==> src/rtl/run_controller.sv <==
// run_controller: sequences reset and execution of a single-cycle core.
// It holds the core in reset for RESET_CYCLES cycles and then lets it run
// freely or one instruction per step request. It counts cycles and retired
// instructions, and halts on ebreak, ecall, a jump-to-self or when the cycle
// budget runs out.
module run_controller #(
    parameter int XLEN         = 32,
    parameter int RESET_CYCLES = 4,
    parameter int MAX_CYCLES   = 1000,
    parameter int CNT_W        = 32
) (
    input  logic             CLK,
    input  logic             RST_N,
    input  logic             start,
    input  logic             step_mode,
    input  logic             step_req,
    input  logic [31:0]      instr,
    input  logic [XLEN-1:0]  pc,
    output logic             core_rst_n,
    output logic             core_en,
    output logic [CNT_W-1:0] cycle_cnt,
    output logic [CNT_W-1:0] instret_cnt,
    output logic             done,
    output logic             timeout,
    output logic [XLEN-1:0]  halt_pc
);

    typedef enum logic [2:0] {
        S_IDLE   = 3'd0,
        S_RESET  = 3'd1,
        S_RUN    = 3'd2,
        S_STEP   = 3'd3,
        S_HALTED = 3'd4
    } state_e;

    localparam int              RC_W    = (RESET_CYCLES > 1) ? $clog2(RESET_CYCLES) : 1;
    localparam logic [RC_W-1:0] RC_LOAD = RC_W'(RESET_CYCLES - 1);
    localparam bit              TO_EN   = (MAX_CYCLES != 0);
    localparam logic [CNT_W-1:0] TO_LAST = CNT_W'((MAX_CYCLES != 0) ? (MAX_CYCLES - 1) : 0);

    // ebreak, ecall and "jal x0, 0" all end the program
    function automatic logic is_halt_instr(input logic [31:0] i);
        return (i == 32'h0010_0073) || (i == 32'h0000_0073) || (i == 32'h0000_006F);
    endfunction

    // Counter increment that sticks at all-ones instead of wrapping
    function automatic logic [CNT_W-1:0] sat_inc(input logic [CNT_W-1:0] c, input logic en);
        if (en && (c != {CNT_W{1'b1}})) begin
            return c + CNT_W'(1);
        end else begin
            return c;
        end
    endfunction

    state_e            state_q, state_d;
    logic [1:0]        sync_q;
    logic [RC_W-1:0]   rc_q, rc_d;
    logic              core_rst_n_q, core_rst_n_d;
    logic              core_en_q, core_en_d;
    logic [CNT_W-1:0]  cycle_q, cycle_d;
    logic [CNT_W-1:0]  instret_q, instret_d;
    logic              done_q, done_d;
    logic              timeout_q, timeout_d;
    logic [XLEN-1:0]   halt_pc_q, halt_pc_d;

    logic rst_ok_s;
    logic active_s;
    logic halt_hit_s;
    logic to_hit_s;
    logic commit_s;

    assign rst_ok_s   = sync_q[1];
    assign active_s   = (state_q == S_RUN) || (state_q == S_STEP);
    // Halt detection only looks at instructions that were granted this cycle
    assign halt_hit_s = active_s && core_en_q && is_halt_instr(instr);
    assign to_hit_s   = TO_EN && active_s && (cycle_q == TO_LAST);
    // A halting instruction is suppressed so the core state stays at the halt point
    assign commit_s   = core_en_q && !halt_hit_s;

    assign core_rst_n  = core_rst_n_q;
    assign core_en     = commit_s;
    assign cycle_cnt   = cycle_q;
    assign instret_cnt = instret_q;
    assign done        = done_q;
    assign timeout     = timeout_q;
    assign halt_pc     = halt_pc_q;

    // Two-flop synchroniser for the release edge of RST_N
    always_ff @(posedge CLK or negedge RST_N) begin
        if (!RST_N) begin
            sync_q <= 2'b00;
        end else begin
            sync_q <= {sync_q[0], 1'b1};
        end
    end

    // Next-state and next-output logic of the run-control FSM
    always_comb begin
        state_d      = state_q;
        rc_d         = rc_q;
        core_rst_n_d = core_rst_n_q;
        core_en_d    = 1'b0;
        cycle_d      = cycle_q;
        instret_d    = instret_q;
        done_d       = done_q;
        timeout_d    = timeout_q;
        halt_pc_d    = halt_pc_q;
        if (!rst_ok_s) begin
            state_d      = S_IDLE;
            core_rst_n_d = 1'b0;
        end else begin
            case (state_q)
                S_IDLE, S_HALTED: begin
                    if (start) begin
                        state_d      = S_RESET;
                        rc_d         = RC_LOAD;
                        core_rst_n_d = 1'b0;
                        cycle_d      = {CNT_W{1'b0}};
                        instret_d    = {CNT_W{1'b0}};
                        done_d       = 1'b0;
                        timeout_d    = 1'b0;
                    end else begin
                        state_d = state_q;
                    end
                end
                S_RESET: begin
                    core_rst_n_d = 1'b0;
                    if (rc_q == {RC_W{1'b0}}) begin
                        core_rst_n_d = 1'b1;
                        if (step_mode) begin
                            state_d = S_STEP;
                        end else begin
                            state_d   = S_RUN;
                            core_en_d = 1'b1;
                        end
                    end else begin
                        rc_d = rc_q - RC_W'(1);
                    end
                end
                S_RUN, S_STEP: begin
                    cycle_d   = sat_inc(cycle_q, 1'b1);
                    instret_d = sat_inc(instret_q, commit_s);
                    if (halt_hit_s) begin
                        done_d    = 1'b1;
                        halt_pc_d = pc;
                        state_d   = S_HALTED;
                    end else if (to_hit_s) begin
                        timeout_d = 1'b1;
                        halt_pc_d = pc;
                        state_d   = S_HALTED;
                    end else if (step_mode) begin
                        // Step requests count only once already in STEP
                        state_d   = S_STEP;
                        core_en_d = (state_q == S_STEP) ? step_req : 1'b0;
                    end else begin
                        state_d   = S_RUN;
                        core_en_d = 1'b1;
                    end
                end
                default: begin
                    state_d      = S_IDLE;
                    core_rst_n_d = 1'b0;
                end
            endcase
        end
    end

    // State and output registers, cleared immediately by RST_N
    always_ff @(posedge CLK or negedge RST_N) begin
        if (!RST_N) begin
            state_q      <= S_IDLE;
            rc_q         <= {RC_W{1'b0}};
            core_rst_n_q <= 1'b0;
            core_en_q    <= 1'b0;
            cycle_q      <= {CNT_W{1'b0}};
            instret_q    <= {CNT_W{1'b0}};
            done_q       <= 1'b0;
            timeout_q    <= 1'b0;
            halt_pc_q    <= {XLEN{1'b0}};
        end else begin
            state_q      <= state_d;
            rc_q         <= rc_d;
            core_rst_n_q <= core_rst_n_d;
            core_en_q    <= core_en_d;
            cycle_q      <= cycle_d;
            instret_q    <= instret_d;
            done_q       <= done_d;
            timeout_q    <= timeout_d;
            halt_pc_q    <= halt_pc_d;
        end
    end

endmodule

==> config.mk <==
export PLATFORM = sky130hd
export DESIGN_NAME = run_controller
export DESIGN_NICKNAME = d
export VERILOG_FILES = /design/src/rtl/run_controller.sv
export SDC_FILE = /design/constraint.sdc
export NUM_CORES = 1
export LEC_CHECK = 0
export CAP_MARGIN = 20
export CORE_MARGIN = 4
export CORE_UTILIZATION = 30
export DETAILED_ROUTE_END_ITERATION = 16
export GPL_TIMING_DRIVEN = 0
export PLACE_DENSITY = 0.56
export SETUP_SLACK_MARGIN = 0.2
export SLEW_MARGIN = 20
export SYNTH_ARGS = -nofsm -noshare
export SYNTH_HDL_FRONTEND = slang
export SYNTH_SLANG_ARGS = --single-unit
==> constraint.sdc <==
create_clock -name CLK -period 5.27 [get_ports CLK]
set_input_delay 1.3175 -clock CLK [delete_from_list [all_inputs] [get_ports CLK]]
set_output_delay 1.3175 -clock CLK [all_outputs]
set_load 0.02 [all_outputs]
* After elaboration in Yosys (flattened, before gate mapping)
Index checks and enable logic that the tools add are counted.
Storage, ports and cells: logic and storage cells 91, register bits 107, output and inout bits 100, input port bits 69
Operators by class: equal/unequal tests 20, mux-type cells 34, add/sub/neg operators 3, reduce and logical (&&, ||, !) cells 24
Operators by type and width (number):
- $mux 32 | 5
- $pmux 32 s2 | 2
- $add 32x1->32 const B | 2
- $eq 32x7->1 const B | 2
- $ne 32x32->1 const B | 2
- $eq 32x10->1 const B | 1
- $eq 32x21->1 const B | 1
- $ne 2x2->1 const B | 8
- $reduce_and 4->1 | 4
- $mux 3 | 5
- $mux 1 | 14
- $pmux 3 s3 | 1
- $eq 3x2->1 const B | 2
- $ne 3x3->1 const B | 2
- $pmux 1 s2 | 3
- $reduce_bool 2->1 | 3
- $logic_and 1x1->1 | 5
- $reduce_and 5->1 | 1
- $mux 2 | 2
- $pmux 2 s2 | 1
- $reduce_and 2->1 | 2
- $reduce_or 2->1 | 2
- $eq 3x1->1 const B | 1
- $eq 3x3->1 const B | 1
- 7 further kinds | 9

* Longest topological paths before layout
Gate-level depths: netlist (run 1).
depth after elaboration 9, gate-level depth with buffers 10, gate-level depth less buffers 7

* Worst setup path after synthesis (run 1)
OpenSTA, ideal clock, no wires.
path type input-to-output, from in instr[26], to out core_en, path buffers 0, stages on the path 4, setup slack 1432 ps, required time 3953 ps, arrival time 2521 ps, path through nor4_1 nand4_1 o41ai_1 inv_2
On the way: cells in the longest elaborated chain, start to end 6
Ends and longest elaborated chain:
- start, declared | RTL line 17 | input logic [31:0] instr,
- $eq 32x21->1 or $eq 32x7->1 (tied branches) | RTL line 43 | return (i == 32'h0010_0073) || (i == 32'h0000_0073) || (i == 32'h0000_006F);
- $logic_or 1x1->1 | RTL line 43
- $logic_or 1x1->1 * | RTL line 43
- $logic_and 1x1->1 * | RTL line 75 | assign halt_hit_s = active_s && core_en_q && is_halt_instr(instr);
- $logic_not 1->1 * | RTL line 78 | assign commit_s = core_en_q && !halt_hit_s;
- $logic_and 1x1->1 * | RTL line 78
- end, declared | RTL line 20 | output logic core_en,
Every way passes the cells marked *; elsewhere a longest branch is shown, timed or not.

* Worst setup path in the final report (run 1)
from in instr[19], to out core_en
Same word-level chain as after synthesis.

==> results by group, run 1 <==
Outcome
  • Result of the run: finished, final reports clean

Timing
  • Top achievable clock speed: 205 MHz
  • Max-slew violation total from the final report: 0
  • Worst path setup slack after routing: 0.401 ns
  • Worst slew margin relative to its limit: 0.233
  • Share of the clock period used by the worst path after layout: 0.924
  • Count of final setup violators: 0
  • Worst Tran Pin Value: 1.14 ns
  • Number of hold violations in the final report: 0
  • Shortest period the worst path allows: 4.87 ns
  • RSZ-0062 raised after global routing: false
  • Worst Clk Skew: 0.00727 ns

Clock tree
  • CTS tree: yes
  • Number of buffers created by CTS: 9
  • Cts-stage hold buffer count: 0
  • Insertion delay to the later sink of the worst-skew pair: 0.35 ns
  • Post-CTS sizing: 1
  • Number of buffers on the longest clock path: 2
  • Post-CTS repair timing setup buffer count: 0
  • CTS sink count: 107
  • Level count of the clock H-tree: 3
  • CTS Root Buffer Type: sky130_fd_sc_hd__clkbuf_16
  • CTS clock-pin slew for the worst setup and hold paths: 0.06 ns

Floorplanning
  • Standard-cell rows: 49
  • Die extent in y: 145 µm
  • Standard cell core area: 0.0182 mm²
  • Area of the die: 0.0210 mm²
  • Initial standard-cell utilization of the core: 0.310
  • Number of primary I/O pins: 169
  • Die W: 145 µm

Global route
  • Pin count of the biggest net entering global routing: 78
  • Wire length of the first global-routing pass: 29.6 mm
  • Met3 track demand over resource: 0.0440
  • Total routing resource utilization after global routing: 0.171
  • Layer carrying the most global-route usage: met2
  • Number of antenna violations at the first check in global routing: 0
  • Via count of the first global-routing pass: 5366
  • Met1 track demand over resource in global routing: 0.224
  • Met2 demand-to-capacity share in global routing: 0.283
  • Total gr overflow: 0

Synthesis
  • Count of warnings emitted by yosys: 0
  • Post-synth top area share: 0.475
  • Number of instances in the synthesized netlist: 571
  • Most numerous cell in the Yosys netlist: sky130_fd_sc_hd__dfrtp_1
  • Mapped Nets: 643
  • Number of different library cells in the post-synthesis netlist: 57
  • Most area-hungry cell type in the Yosys netlist: sky130_fd_sc_hd__dfrtp_1
  • Most frequent cells after synthesis: 107 x sky130_fd_sc_hd__dfrtp_1, 50 x sky130_fd_sc_hd__nand2_1, 44 x sky130_fd_sc_hd__nor2_1
  • Yosys reg bits: 107
  • Synth top area cells: sky130_fd_sc_hd__dfrtp_1 47%, sky130_fd_sc_hd__mux2_4 8.0%, sky130_fd_sc_hd__o21ai_0 3.5%, sky130_fd_sc_hd__nand2_1 3.3%, sky130_fd_sc_hd__nand3_1 3.1%
  • Prevailing post-synth register cell: sky130_fd_sc_hd__dfrtp_1
  • Number of flops mapped to enable cells by yosys: 0
  • Share of the yosys chip area belonging to registers: 0.475
  • Synth async-reset ratio: 1.00
  • Syn avg cell area: 9.87 µm²
  • Synth Cell Area: 0.00564 mm²

Worst setup path
  • Required time of the critical path: 3.95 ns
  • Crit path cell chain: clkdlybuf4s50_1, nor4_1, nand4_1, o41ai_4, inv_2, clkdlybuf4s50_1
  • Worst Setup Path Type: input port to primary output
  • Beginning of the worst register-to-register path: cycle_cnt[0]
  • Slowest CP cell: sky130_fd_sc_hd__clkdlybuf4s50_1
  • Maximum fanout along the worst path: 10
  • Worst Path Arrival: 3.55 ns
  • CP peak stage delay: 0.58 ns
  • CP Launch Type: input port
  • CP dominant cell by count: sky130_fd_sc_hd__clkdlybuf4s50_1
  • Endpoint type of the worst setup path: primary output
  • Critical path origin: instr[19]

Route
  • Post-route antenna net violation count: 0
  • Routed WL: 18.3 mm
  • Avg WL per Cell: 18.5 µm
  • First drt pass iteration count: 6
  • Final routed DRC violation total: 0
  • Vias per cell: 5.44
  • Iter 0 DRT Violations: 359
  • Via count of the routed design: 5357

Power
  • Total power per unit cell area: 208 mW/mm²
  • IR Drop Worst-Case VDD: 159 µV
  • Gate power share: 0.093
  • Total leakage power: 0.00331 µW
  • Net switching component of the power: 393 µW
  • Switching Fraction: 0.237
  • Proportion of power drawn by the clock network: 0.398
  • Int Pwr: 1260 µW
  • Seq pwr share: 0.508

Placed design
  • Number of port buffers: 168
  • Final HPWL from detailed placement: 13.5 mm
  • Total instance count after detailed placement: 969
  • Final weighted congestion in routability-driven placement: 0.876
  • Post-place setup slack: -0.122 ns

Final layout
  • Fraction of layout cells with a size suffix above 1: 0.0860
  • Layout Nets: 824
  • Layout overhead on the synthesized area: 40.8%
  • Number of cells in the finished layout apart from fillers: 985
  • Diode insertion count for antenna repair: 0

Min path
  • Hold Startpoint: sync_q[0]
  • Path class of the lowest-slack min-delay path: flip-flop to flip-flop

Job
  • # Max-Cap Violations: 0
-- power groups by stage --
stage                     clock network, µW  logic (µW)  registers, µW
after global routing                    710         172            842
final                                   659         155            841
after CTS                               679         156            841
after floorplan                           0        53.8            858
after global placement                    0         152            857
after detailed placement                  0         156            857
-- metrics by stage --
stage / util / power, µW / TNS [ns] / instance area, µm² / hold slack [ns]
after global placement: 0.418 / 1010 / -159.34 / 7610 / 0.333
final: 0.436 / 1650 / 0 / 7940 / 0.356
after global routing: 0.436 / 1720 / 0 / 7940 / 0.366
after floorplan: - / 912 / 0 / 5640 / 0.331
after CTS: 0.435 / 1680 / 0 / 7920 / 0.360
after detailed placement: 0.419 / 1010 / -0.122 / 7630 / 0.345
-- cells by family (layout without fill, tap and decap cells) --
kind of cell	Yosys count	in the layout	share of synthesized area
other	1	1	0.000665
xor gates and xnor gates	6	6	0.00932
DFF	107	107	0.475
buffers and inverters	35	220	0.0282
muxes	36	36	0.0910
and+or+nand+nor	262	262	0.256
adders and majority gates	3	3	0.00666
AOI/OAI and AO/OA	121	121	0.134
-- path summary, 6_finish.rpt --
kind,slack [ns],endpoint,cells after the start
worst min register to register,0.36,sync_q[1],0
worst max-delay path,0.40,core_en,6
worst min-delay path,0.36,sync_q[1],0
min in group asynchronous,0.84,instret_cnt[0],1
max in group asynchronous,3.72,cycle_cnt[13],2
worst max register to register,2.21,cycle_cnt[6],8
-- cell usage in the layout (no fill, tap or decap), drive strengths merged, types with 3 or more instances in the layout --
cell type	count
nand4	28
nand2	50
o211ai	7
o22ai	5
inv	11
nor2b	4
o21ai	41
xnor2	3
ha	3
mux2i	4
nor4	13
o31ai	17
buf	10
dfrtp	107
nor3	9
xor2	3
nand2b	6
or3	13
nand3	36
o311ai	4
a31oi	9
clkdlybuf4s50	167
or4	10
and3	14
and4	11
clkbuf	30
a21oi	23
o41ai	3
nor2	44
and2	10
mux2	32
-- registers in the layout, indices dropped and copies added, names as in the netlist --
name / flops
core_en_q: 1
halt_pc: 32
timeout: 1
state_q: 3
done: 1
cycle_cnt: 32
sync_q: 2
core_rst_n: 1
instret_cnt: 32
rc_q: 2
-- worst max-delay path, delay by kind of cell --
family                 cells  cell delay [ns]
AOI/OAI and AO/OA          1             0.55
and+or+nand+nor            2             0.48
buffers and inverters      3             1.19
-- per-layer routing --
layer	vias up	share of wire	routed length, µm
met3	14	0.058	1060
met2	170	0.48	8790
met5	-	0	0
met1	2664	0.45	8190
met4	0	0.013	233
li1	2509	-	-
-- layout make-up --
class                   instances  area (µm²)
flip-flops and latches        107        2680
repair buffers                170        1720
plain buffers                  24         118
clock inverters                 2        10.0
well taps                     229         287
multi-input cells             429        2820
clock buffers                  13         270
inverters                      11        41.3
fillers                      1744       10300
No activity file was read; power rests on OpenSTA's default activity.
==> run 2, diff against run 1 <==
--- a/config.mk
+++ b/config.mk
@@ -5,6 +5,7 @@
 export SDC_FILE = /design/constraint.sdc
 export NUM_CORES = 1
 export LEC_CHECK = 0
+export ABC_AREA = 1
 export CAP_MARGIN = 20
 export CORE_MARGIN = 4
 export CORE_UTILIZATION = 30
==> constraint.sdc (replaced) <==
create_clock -name CLK -period 4.25 [get_ports CLK]
set_input_delay 1.0625 -clock CLK [delete_from_list [all_inputs] [get_ports CLK]]
set_output_delay 1.0625 -clock CLK [all_outputs]
set_load 0.02 [all_outputs]
==> run 2 against run 1 <==
  * Area after synthesis rose by 18%
  * Synthesized cell count up 78%
  * Core utilization is 2.4 points lower
  * Combinational power grew to 4.1 times the previous value
  * Worst setup slack improved by 0.24 ns
  * Final cell count rose by 50%
  * Sequential share of layout area fell by 4.0 points
  * First-iteration DRC count up 16%
  * Critical path type unchanged
==> results by group, run 2 <==
Final layout
  • Layout overhead on the synthesized area: 35.6% (was 40.8%)
  • Fraction of layout cells with a size suffix above 1: 0.0524 (was 0.0860)
  • Highest-count cells in the layout ignoring fill and taps: 391 x sky130_fd_sc_hd__nand2_1, 166 x sky130_fd_sc_hd__clkdlybuf4s50_1, 156 x sky130_fd_sc_hd__nor2_1, 141 x sky130_fd_sc_hd__nand3_1, 107 x sky130_fd_sc_hd__dfrtp_1 (was 167 x sky130_fd_sc_hd__clkdlybuf4s50_1, 107 x sky130_fd_sc_hd__dfrtp_1, 50 x sky130_fd_sc_hd__nand2_1, 44 x sky130_fd_sc_hd__nor2_1, 39 x sky130_fd_sc_hd__o21ai_0)
  • Leading cell type in the layout, fill and taps excluded: sky130_fd_sc_hd__nand2_1 (was sky130_fd_sc_hd__clkdlybuf4s50_1)
  • Diode insertion count for antenna repair: 0 (unchanged)
  • Number of cells in the finished layout apart from fillers: 1482 (was 985)
  • Layout Nets: 1269 (was 824)

Floorplanning
  • Die W: 157 µm (was 145 µm)
  • Standard cell core area: 0.0218 mm² (was 0.0182 mm²)
  • Die extent in y: 157 µm (was 145 µm)
  • Number of primary I/O pins: 169 (unchanged)
  • Area of the die: 0.0246 mm² (was 0.0210 mm²)
  • Standard-cell rows: 54 (was 49)
  • Initial standard-cell utilization of the core: 0.304 (was 0.310)

Clock tree
  • Number of buffers on the longest clock path: 2 (unchanged)
  • CTS Root Buffer Type: sky130_fd_sc_hd__clkbuf_16 (unchanged)
  • CTS clock-pin slew for the worst setup and hold paths: 0.08 ns (was 0.06 ns)
  • Post-CTS repair timing setup buffer count: 0 (unchanged)
  • Number of buffers created by CTS: 9 (unchanged)
  • CTS tree: yes (unchanged)
  • Level count of the clock H-tree: 3 (unchanged)
  • CTS sink count: 107 (unchanged)
  • Insertion delay to the later sink of the worst-skew pair: 0.36 ns (was 0.35 ns)

Synthesis
  • Share of synthesized cell area in and, or, nand and nor gates: 0.460 (was 0.256)
  • Mux cell area share after synthesis: 0 (was 0.0910)
  • Synth async-reset ratio: 1.00 (unchanged)
  • Number of flops mapped to enable cells by yosys: 0 (unchanged)
  • Share of the yosys chip area belonging to registers: 0.403 (was 0.475)
  • Prevailing post-synth register cell: sky130_fd_sc_hd__dfrtp_1 (unchanged)
  • Xor/xnor share of the synthesized area: 0.0119 (was 0.00932)
  • Fraction of the mapped netlist area in adder cells: 0.00566 (was 0.00666)
  • Most numerous cell in the Yosys netlist: sky130_fd_sc_hd__nand2_1 (was sky130_fd_sc_hd__dfrtp_1)
  • Combinational family with the most area after synthesis: simple AND/OR/NAND/NOR gates (unchanged)
  • Syn avg cell area: 6.53 µm² (was 9.87 µm²)
  • Number of instances in the synthesized netlist: 1017 (was 571)
  • Most area-hungry cell type in the Yosys netlist: sky130_fd_sc_hd__dfrtp_1 (unchanged)
  • Area fraction in compound gates after synthesis: 0.0383 (was 0.134)
  • Count of warnings emitted by yosys: 0 (unchanged)
  • Most frequent cells after synthesis: 391 x sky130_fd_sc_hd__nand2_1, 156 x sky130_fd_sc_hd__nor2_1, 141 x sky130_fd_sc_hd__nand3_1 (was 107 x sky130_fd_sc_hd__dfrtp_1, 50 x sky130_fd_sc_hd__nand2_1, 44 x sky130_fd_sc_hd__nor2_1)
  • Number of different library cells in the post-synthesis netlist: 33 (was 57)
  • Synth top area cells: sky130_fd_sc_hd__dfrtp_1 40%, sky130_fd_sc_hd__nand2_1 22%, sky130_fd_sc_hd__nand3_1 11%, sky130_fd_sc_hd__nor2_1 8.8%, sky130_fd_sc_hd__inv_1 4.7% (was sky130_fd_sc_hd__dfrtp_1 47%, sky130_fd_sc_hd__mux2_4 8.0%, sky130_fd_sc_hd__o21ai_0 3.5%, sky130_fd_sc_hd__nand2_1 3.3%, sky130_fd_sc_hd__nand3_1 3.1%)
  • Yosys reg bits: 107 (unchanged)
  • Mapped Nets: 1089 (was 643)
  • Synth Cell Area: 0.00664 mm² (was 0.00564 mm²)
  • Post-synth top area share: 0.403 (was 0.475)

Route
  • Post-route antenna net violation count: 0 (unchanged)
  • Iter 0 DRT Violations: 416 (was 359)
  • Final routed DRC violation total: 0 (unchanged)
  • Routed WL: 21.6 mm (was 18.3 mm)
  • Avg WL per Cell: 14.6 µm (was 18.5 µm)
  • Vias per cell: 4.66 (was 5.44)
  • First drt pass iteration count: 5 (was 6)
  • Via count of the routed design: 6902 (was 5357)

Timing
  • Count of final setup violators: 0 (unchanged)
  • Shortest period the worst path allows: 3.61 ns
  • Worst slew margin relative to its limit: 0.598 (was 0.233)
  • Number of hold violations in the final report: 0 (unchanged)
  • Worst Tran Pin Value: 0.601 ns (was 1.14 ns)
  • Share of the clock period used by the worst path after layout: 0.850
  • Worst slack on hold paths: 0.355 ns (was 0.356 ns)
  • Worst Clk Skew: 0.0153 ns (was 0.00727 ns)
  • Max-slew violation total from the final report: 0 (unchanged)
  • Top achievable clock speed: 277 MHz
  • RSZ-0062 raised after global routing: false (unchanged)

Worst setup path
  • Endpoint type of the worst setup path: primary output (unchanged)
  • CP peak stage delay: 0.45 ns (was 0.58 ns)
  • Worst Setup Path Type: input port to primary output (unchanged)
  • CP Launch Type: input port (unchanged)
  • Crit path cell chain: clkdlybuf4s50_1, nand2_1, nor2_1, nand2_1, nor2_1, nand3_2, and2_1, dlymetal6s2s_1 (was clkdlybuf4s50_1, nor4_1, nand4_1, o41ai_4, inv_2, clkdlybuf4s50_1)
  • R2R setup slack: 1.94 ns (was 2.21 ns)
  • Beginning of the worst register-to-register path: cycle_cnt[0] (unchanged)
  • Maximum fanout along the worst path: 8 (was 10)
  • Logic depth of the worst register-to-register path: 9 (was 8)
  • Buffers plus inverters on the worst setup path: 2 (was 3)
  • Slowest CP cell: sky130_fd_sc_hd__clkdlybuf4s50_1 (unchanged)
  • Cell class contributing the biggest share of worst-path delay: simple AND/OR/NAND/NOR gates (was buffers and inverters)
  • Worst Path Arrival: 2.55 ns (was 3.55 ns)
  • Required time of the critical path: 3.19 ns (was 3.95 ns)
  • Endpoint of the worst register-to-register path: cycle_cnt[24] (was cycle_cnt[6])

Outcome
  • Result of the run: finished, final reports clean (unchanged)

Power
  • Overall Power: 2600 µW (was 1650 µW)
  • Seq pwr share: 0.418 (was 0.508)
  • Int Pwr: 1690 µW (was 1260 µW)
  • Total power per unit cell area: 289 mW/mm² (was 208 mW/mm²)
  • Total leakage power: 0.00388 µW (was 0.00331 µW)
  • IR Drop Worst-Case VDD: 191 µV (was 159 µV)
  • Gate power share: 0.244 (was 0.093)
  • Net switching component of the power: 906 µW (was 393 µW)
  • Switching Fraction: 0.349 (was 0.237)
  • Proportion of power drawn by the clock network: 0.337 (was 0.398)

Min path
  • Hold Startpoint: sync_q[0] (unchanged)
  • Hold Path End: sync_q[1] (unchanged)
  • Worst hold path cell count: 0 (unchanged)
  • Path class of the lowest-slack min-delay path: flip-flop to flip-flop (unchanged)

Global route
  • Total routing resource utilization after global routing: 0.175 (was 0.171)
  • Pin count of the biggest net entering global routing: 64 (was 78)
  • Via count of the first global-routing pass: 6569 (was 5366)
  • Number of antenna violations at the first check in global routing: 2 (was 0)
  • Wire length of the first global-routing pass: 34.4 mm (was 29.6 mm)
  • Total gr overflow: 0 (unchanged)

Placed design
  • Total instance count after detailed placement: 1466 (was 969)
  • Final weighted congestion in routability-driven placement: 0.943 (was 0.876)
  • Number of port buffers: 168 (unchanged)
  • Final HPWL from detailed placement: 16.7 mm (was 13.5 mm)

Job
  • # Max-Cap Violations: 0 (unchanged)
run 2: metal layers:
layer	wire length, µm	vias up	global-route usage
met1	9800	3126	0.235
li1	-	3553	-
met5	22	-	0
met2	9820	194	0.281
met3	1610	25	0.0487
met4	330	4	0.0417
run 2: worst register-to-register path, cell delays in order (launching register included):
cell                       delay [ns]
sky130_fd_sc_hd__dfrtp_1         0.49
sky130_fd_sc_hd__ha_1            0.33
sky130_fd_sc_hd__nand2_1         0.14
sky130_fd_sc_hd__nor2_4          0.20
sky130_fd_sc_hd__nand2_1         0.12
sky130_fd_sc_hd__nor2_1          0.15
sky130_fd_sc_hd__nand4_1         0.17
sky130_fd_sc_hd__nand3b_4        0.23
sky130_fd_sc_hd__buf_2           0.25
sky130_fd_sc_hd__o21ai_0         0.11
run 2: power by group through the flow:
| stage | clock network (µW) | registers [µW] | logic (µW) |
|---|---|---|---|
| floorplan | 0 | 1120 | 356 |
| global placement | 0 | 1110 | 635 |
| detailed placement | 0 | 1110 | 645 |
| CTS | 911 | 1090 | 647 |
| global route | 959 | 1090 | 703 |
| finish | 877 | 1090 | 635 |
run 2: repair_timing:
item                       4_1_cts  5_1_grt
setup endpoints to repair        0        1
hold buffers                     0        0
hold endpoints to repair         0        0
resized for setup                0        1
run 2: logic make-up after synthesis:
family | after synthesis
simple gates | 732
buf+inv | 115
flops | 107
compound gates | 50
xor+xnor | 9
fa+ha+maj | 3
other cells | 1
run 2: final cells by class:
| cell class | count | area, µm² |
|---|---|---|
| buffer | 30 | 213 |
| clock buffer | 9 | 225 |
| clock inverter | 7 | 75.1 |
| fill | 2372 | 12800 |
| inverter | 85 | 319 |
| multi-input combinational | 795 | 3430 |
| sequential | 107 | 2680 |
| tap | 280 | 350 |
| timing repair buffer | 169 | 1710 |
run 2: how the worst max path moves through the flow:
stage / startpoint / endpoint / slack, ns / cells past startpoint
floorplan: instr[28] / core_en / 1.42 / 5
global placement: RST_N / halt_pc[18] / -2.40 / 1
detailed placement: instr[12] / core_en / 0.27 / 9
CTS: instr[12] / core_en / 0.26 / 9
global route: instr[0] / core_en / 0.49 / 8
finish: instr[5] / core_en / 0.64 / 8
run 2: metrics by stage:
stage	setup slack (ns)	util	TNS (ns)	cell area (µm²)
global placement	-2.40	0.397	-255.23	8670
CTS	0.262	0.412	0	9000
global route	0.487	0.412	0	9000
finish	0.638	0.412	0	9000
floorplan	1.42	-	0	6640
detailed placement	0.267	0.399	0	8700
==> run 3, diff against run 2 <==
--- a/config.mk
+++ b/config.mk
@@ -11,7 +11,7 @@
 export CORE_UTILIZATION = 30
 export DETAILED_ROUTE_END_ITERATION = 16
 export GPL_TIMING_DRIVEN = 0
-export PLACE_DENSITY = 0.56
+export PLACE_DENSITY = 0.54
 export SETUP_SLACK_MARGIN = 0.2
 export SLEW_MARGIN = 20
 export SYNTH_ARGS = -nofsm -noshare
==> constraint.sdc (replaced) <==
create_clock -name CLK -period 3.5 [get_ports CLK]
set_input_delay 0.875 -clock CLK [delete_from_list [all_inputs] [get_ports CLK]]
set_output_delay 0.875 -clock CLK [all_outputs]
set_load 0.02 [all_outputs]
==> run 3 against run 2 <==
  * Sequential power grew 21%
  * Wire length grew 1.2%
  * Power rose by 21%
  * Sequential share of layout area barely moved
  * Critical path depth unchanged
  * Die area is the same
  * First-iteration DRC count fell by 29%
  * Clock skew down 0.0057 ns
  * Worst setup slack worse by 0.35 ns
  * Critical path type unchanged
  * Clock power up 19%
  * Largest cell class unchanged
==> results by group, run 3 (synthesis results as in run 2) <==
Route
  • Final routed DRC violation total: 0 (unchanged)
  • First drt pass iteration count: 5 (unchanged)
  • Vias per cell: 4.65 (was 4.66)
  • Routed WL: 21.8 mm (was 21.6 mm)
  • Avg WL per Cell: 14.7 µm (was 14.6 µm)
  • Via count of the routed design: 6891 (was 6902)
  • Iter 0 DRT Violations: 297 (was 416)
  • Post-route antenna net violation count: 0 (unchanged)

Worst setup path
  • Logic depth of the worst register-to-register path: 11 (was 9)
  • Endpoint type of the worst setup path: primary output (unchanged)
  • CP Launch Type: input port (unchanged)
  • Worst Path Arrival: 2.34 ns (was 2.55 ns)
  • Maximum fanout along the worst path: 2 (was 8)
  • Beginning of the worst register-to-register path: cycle_cnt[0] (unchanged)
  • Worst Setup Path Type: input port to primary output (unchanged)
  • Capture point of the worst path: core_en (unchanged)
  • Required time of the critical path: 2.62 ns (was 3.19 ns)
  • Critical path origin: instr[5] (unchanged)
  • Endpoint of the worst register-to-register path: cycle_cnt[30] (was cycle_cnt[24])
  • R2R setup slack: 1.12 ns (was 1.94 ns)

Timing
  • Max-slew violation total from the final report: 0 (unchanged)
  • Worst Clk Skew: 0.00959 ns (was 0.0153 ns)
  • Worst Tran Pin Value: 0.575 ns (was 0.601 ns)
  • Number of hold violations in the final report: 0 (unchanged)
  • Total Negative Setup Slacks: 0 ns (unchanged)
  • Share of the clock period used by the worst path after layout: 0.919
  • Worst slack on hold paths: 0.363 ns (was 0.355 ns)
  • RSZ-0062 raised after global routing: false (unchanged)
  • Shortest period the worst path allows: 3.22 ns
  • Count of final setup violators: 0 (unchanged)
  • Top achievable clock speed: 311 MHz
  • Worst slew margin relative to its limit: 0.617 (was 0.598)

Placed design
  • Number of port buffers: 168 (unchanged)
  • Final HPWL from detailed placement: 16.8 mm (was 16.7 mm)
  • Final weighted congestion in routability-driven placement: 0.933 (was 0.943)
  • Post-DP Area: 0.00870 mm² (unchanged)

Outcome
  • Result of the run: finished, final reports clean (unchanged)

Floorplanning
  • Area of the die: 0.0246 mm² (unchanged)
  • Number of primary I/O pins: 169 (unchanged)
  • Die W: 157 µm (unchanged)
  • Die extent in y: 157 µm (unchanged)
  • Initial standard-cell utilization of the core: 0.304 (unchanged)
  • Standard-cell rows: 54 (unchanged)
  • Standard cell core area: 0.0218 mm² (unchanged)

Final layout
  • Diode insertion count for antenna repair: 0 (unchanged)
  • Leading cell type in the layout, fill and taps excluded: sky130_fd_sc_hd__nand2_1 (unchanged)
  • Utilization after layout: 0.412 (about the same)
  • Highest-count cells in the layout ignoring fill and taps: 391 x sky130_fd_sc_hd__nand2_1, 166 x sky130_fd_sc_hd__clkdlybuf4s50_1, 155 x sky130_fd_sc_hd__nor2_1, 141 x sky130_fd_sc_hd__nand3_1, 107 x sky130_fd_sc_hd__dfrtp_1 (was 391 x sky130_fd_sc_hd__nand2_1, 166 x sky130_fd_sc_hd__clkdlybuf4s50_1, 156 x sky130_fd_sc_hd__nor2_1, 141 x sky130_fd_sc_hd__nand3_1, 107 x sky130_fd_sc_hd__dfrtp_1)
  • Fraction of layout cells with a size suffix above 1: 0.0540 (was 0.0524)
  • Cell area after layout: 0.00900 mm² (about the same)
  • Layout overhead on the synthesized area: 35.5% (was 35.6%)
  • Layout Nets: 1270 (was 1269)

Clock tree
  • Cts-stage hold buffer count: 0 (unchanged)
  • CTS clock-pin slew for the worst setup and hold paths: 0.08 ns (about the same)
  • CTS tree: yes (unchanged)
  • CTS Root Buffer Type: sky130_fd_sc_hd__clkbuf_16 (unchanged)
  • Number of buffers created by CTS: 9 (unchanged)
  • Number of buffers on the longest clock path: 2 (unchanged)
  • Level count of the clock H-tree: 3 (unchanged)
  • CTS sink count: 107 (unchanged)
  • Insertion delay to the later sink of the worst-skew pair: 0.36 ns (about the same)

Power
  • Seq pwr share: 0.421 (was 0.418)
  • Switching Fraction: 0.347 (was 0.349)
  • Proportion of power drawn by the clock network: 0.332 (was 0.337)
  • IR Drop Worst-Case VDD: 235 µV (was 191 µV)
  • Total power per unit cell area: 348 mW/mm² (was 289 mW/mm²)
  • Int Pwr: 2050 µW (was 1690 µW)
  • Gate power share: 0.247 (was 0.244)
  • Total leakage power: 0.00387 µW (was 0.00388 µW)
  • Net switching component of the power: 1090 µW (was 906 µW)

Global route
  • Total gr overflow: 0 (unchanged)
  • Pin count of the biggest net entering global routing: 66 (was 64)
  • Wire length of the first global-routing pass: 35.7 mm (was 34.4 mm)
  • Via count of the first global-routing pass: 6846 (was 6569)
  • Total routing resource utilization after global routing: 0.182 (was 0.175)
  • Number of antenna violations at the first check in global routing: 1 (was 2)

Job
  • # Max-Cap Violations: 0 (unchanged)

Min path
  • Path class of the lowest-slack min-delay path: flip-flop to flip-flop (unchanged)
run 3: cell types whose count changed in the layout (fill, tap and decap cells not counted), sizes merged:
cell,previous run,this run
clkinv,2,0
buf,23,24
clkinvlp,1,2
dlygate4sd2,0,1
dlymetal6s2s,1,0
inv,89,90
run 3: timing repair:
action / 4_1_cts / 5_1_grt
setup endpoints to repair: 1 / 1
pin swaps: 1 / 0
buffers inserted: 1 / 0
resized for setup: 1 / 1
run 3: layer usage:
metal	global-route usage	share of wire	wire length (µm)	up-vias
met2	0.284	0.45	9830	186
met1	0.248	0.46	9950	3120
li1	-	-	-	3552
met4	0.0500	0.021	462	2
met5	0	0.00037	8	-
met3	0.0498	0.073	1590	31
run 3: how the worst min path moves through the flow:
stage          startpoint         to  cells after the start
5_1_grt         sync_q[0]  sync_q[1]                      0
3_5_place_dp    sync_q[0]  sync_q[1]                      0
2_1_floorplan   sync_q[0]  sync_q[1]                      0
3_3_place_gp    sync_q[0]  sync_q[1]                      0
4_1_cts         sync_q[0]  sync_q[1]                      0
6_report        sync_q[0]  sync_q[1]                      0
run 3: power groups by stage:
stage / sequential (µW) / clock, µW / combinational (µW)
2_1_floorplan: 1350 / 0 / 432
3_3_place_gp: 1340 / 0 / 774
3_5_place_dp: 1340 / 0 / 785
4_1_cts: 1320 / 1080 / 788
5_1_grt: 1330 / 1140 / 860
6_report: 1320 / 1040 / 775
run 3: layout make-up:
cell class                      count  area (µm²)
Clock inverter                      7        63.8
Sequential cell                   107        2680
Fill cell                        2363       12800
Buffer                             30         213
Timing Repair Buffer              170        1720
Multi-Input combinational cell    795        3430
Tap cell                          280         350
Inverter                           85         319
Clock buffer                        9         225
run 3: critical path, cell delays in order:
cell	delay, ns
sky130_fd_sc_hd__clkdlybuf4s50_1	0.46
sky130_fd_sc_hd__nand2_1	0.06
sky130_fd_sc_hd__nor2_1	0.13
sky130_fd_sc_hd__nand2_1	0.06
sky130_fd_sc_hd__nor2_1	0.13
sky130_fd_sc_hd__nand3_2	0.11
sky130_fd_sc_hd__and2_1	0.19
sky130_fd_sc_hd__dlygate4sd2_1	0.33
run 3: stage by stage:
step                setup WS [ns]  power [µW]  cells
floorplan                    1.04        1790   1017
global placement            -3.05        2120   1465
detailed placement         -0.146        2130   1466
CTS                         0.221        3190   1483
global route                0.199        3320   1483
finish                      0.284        3130   1483
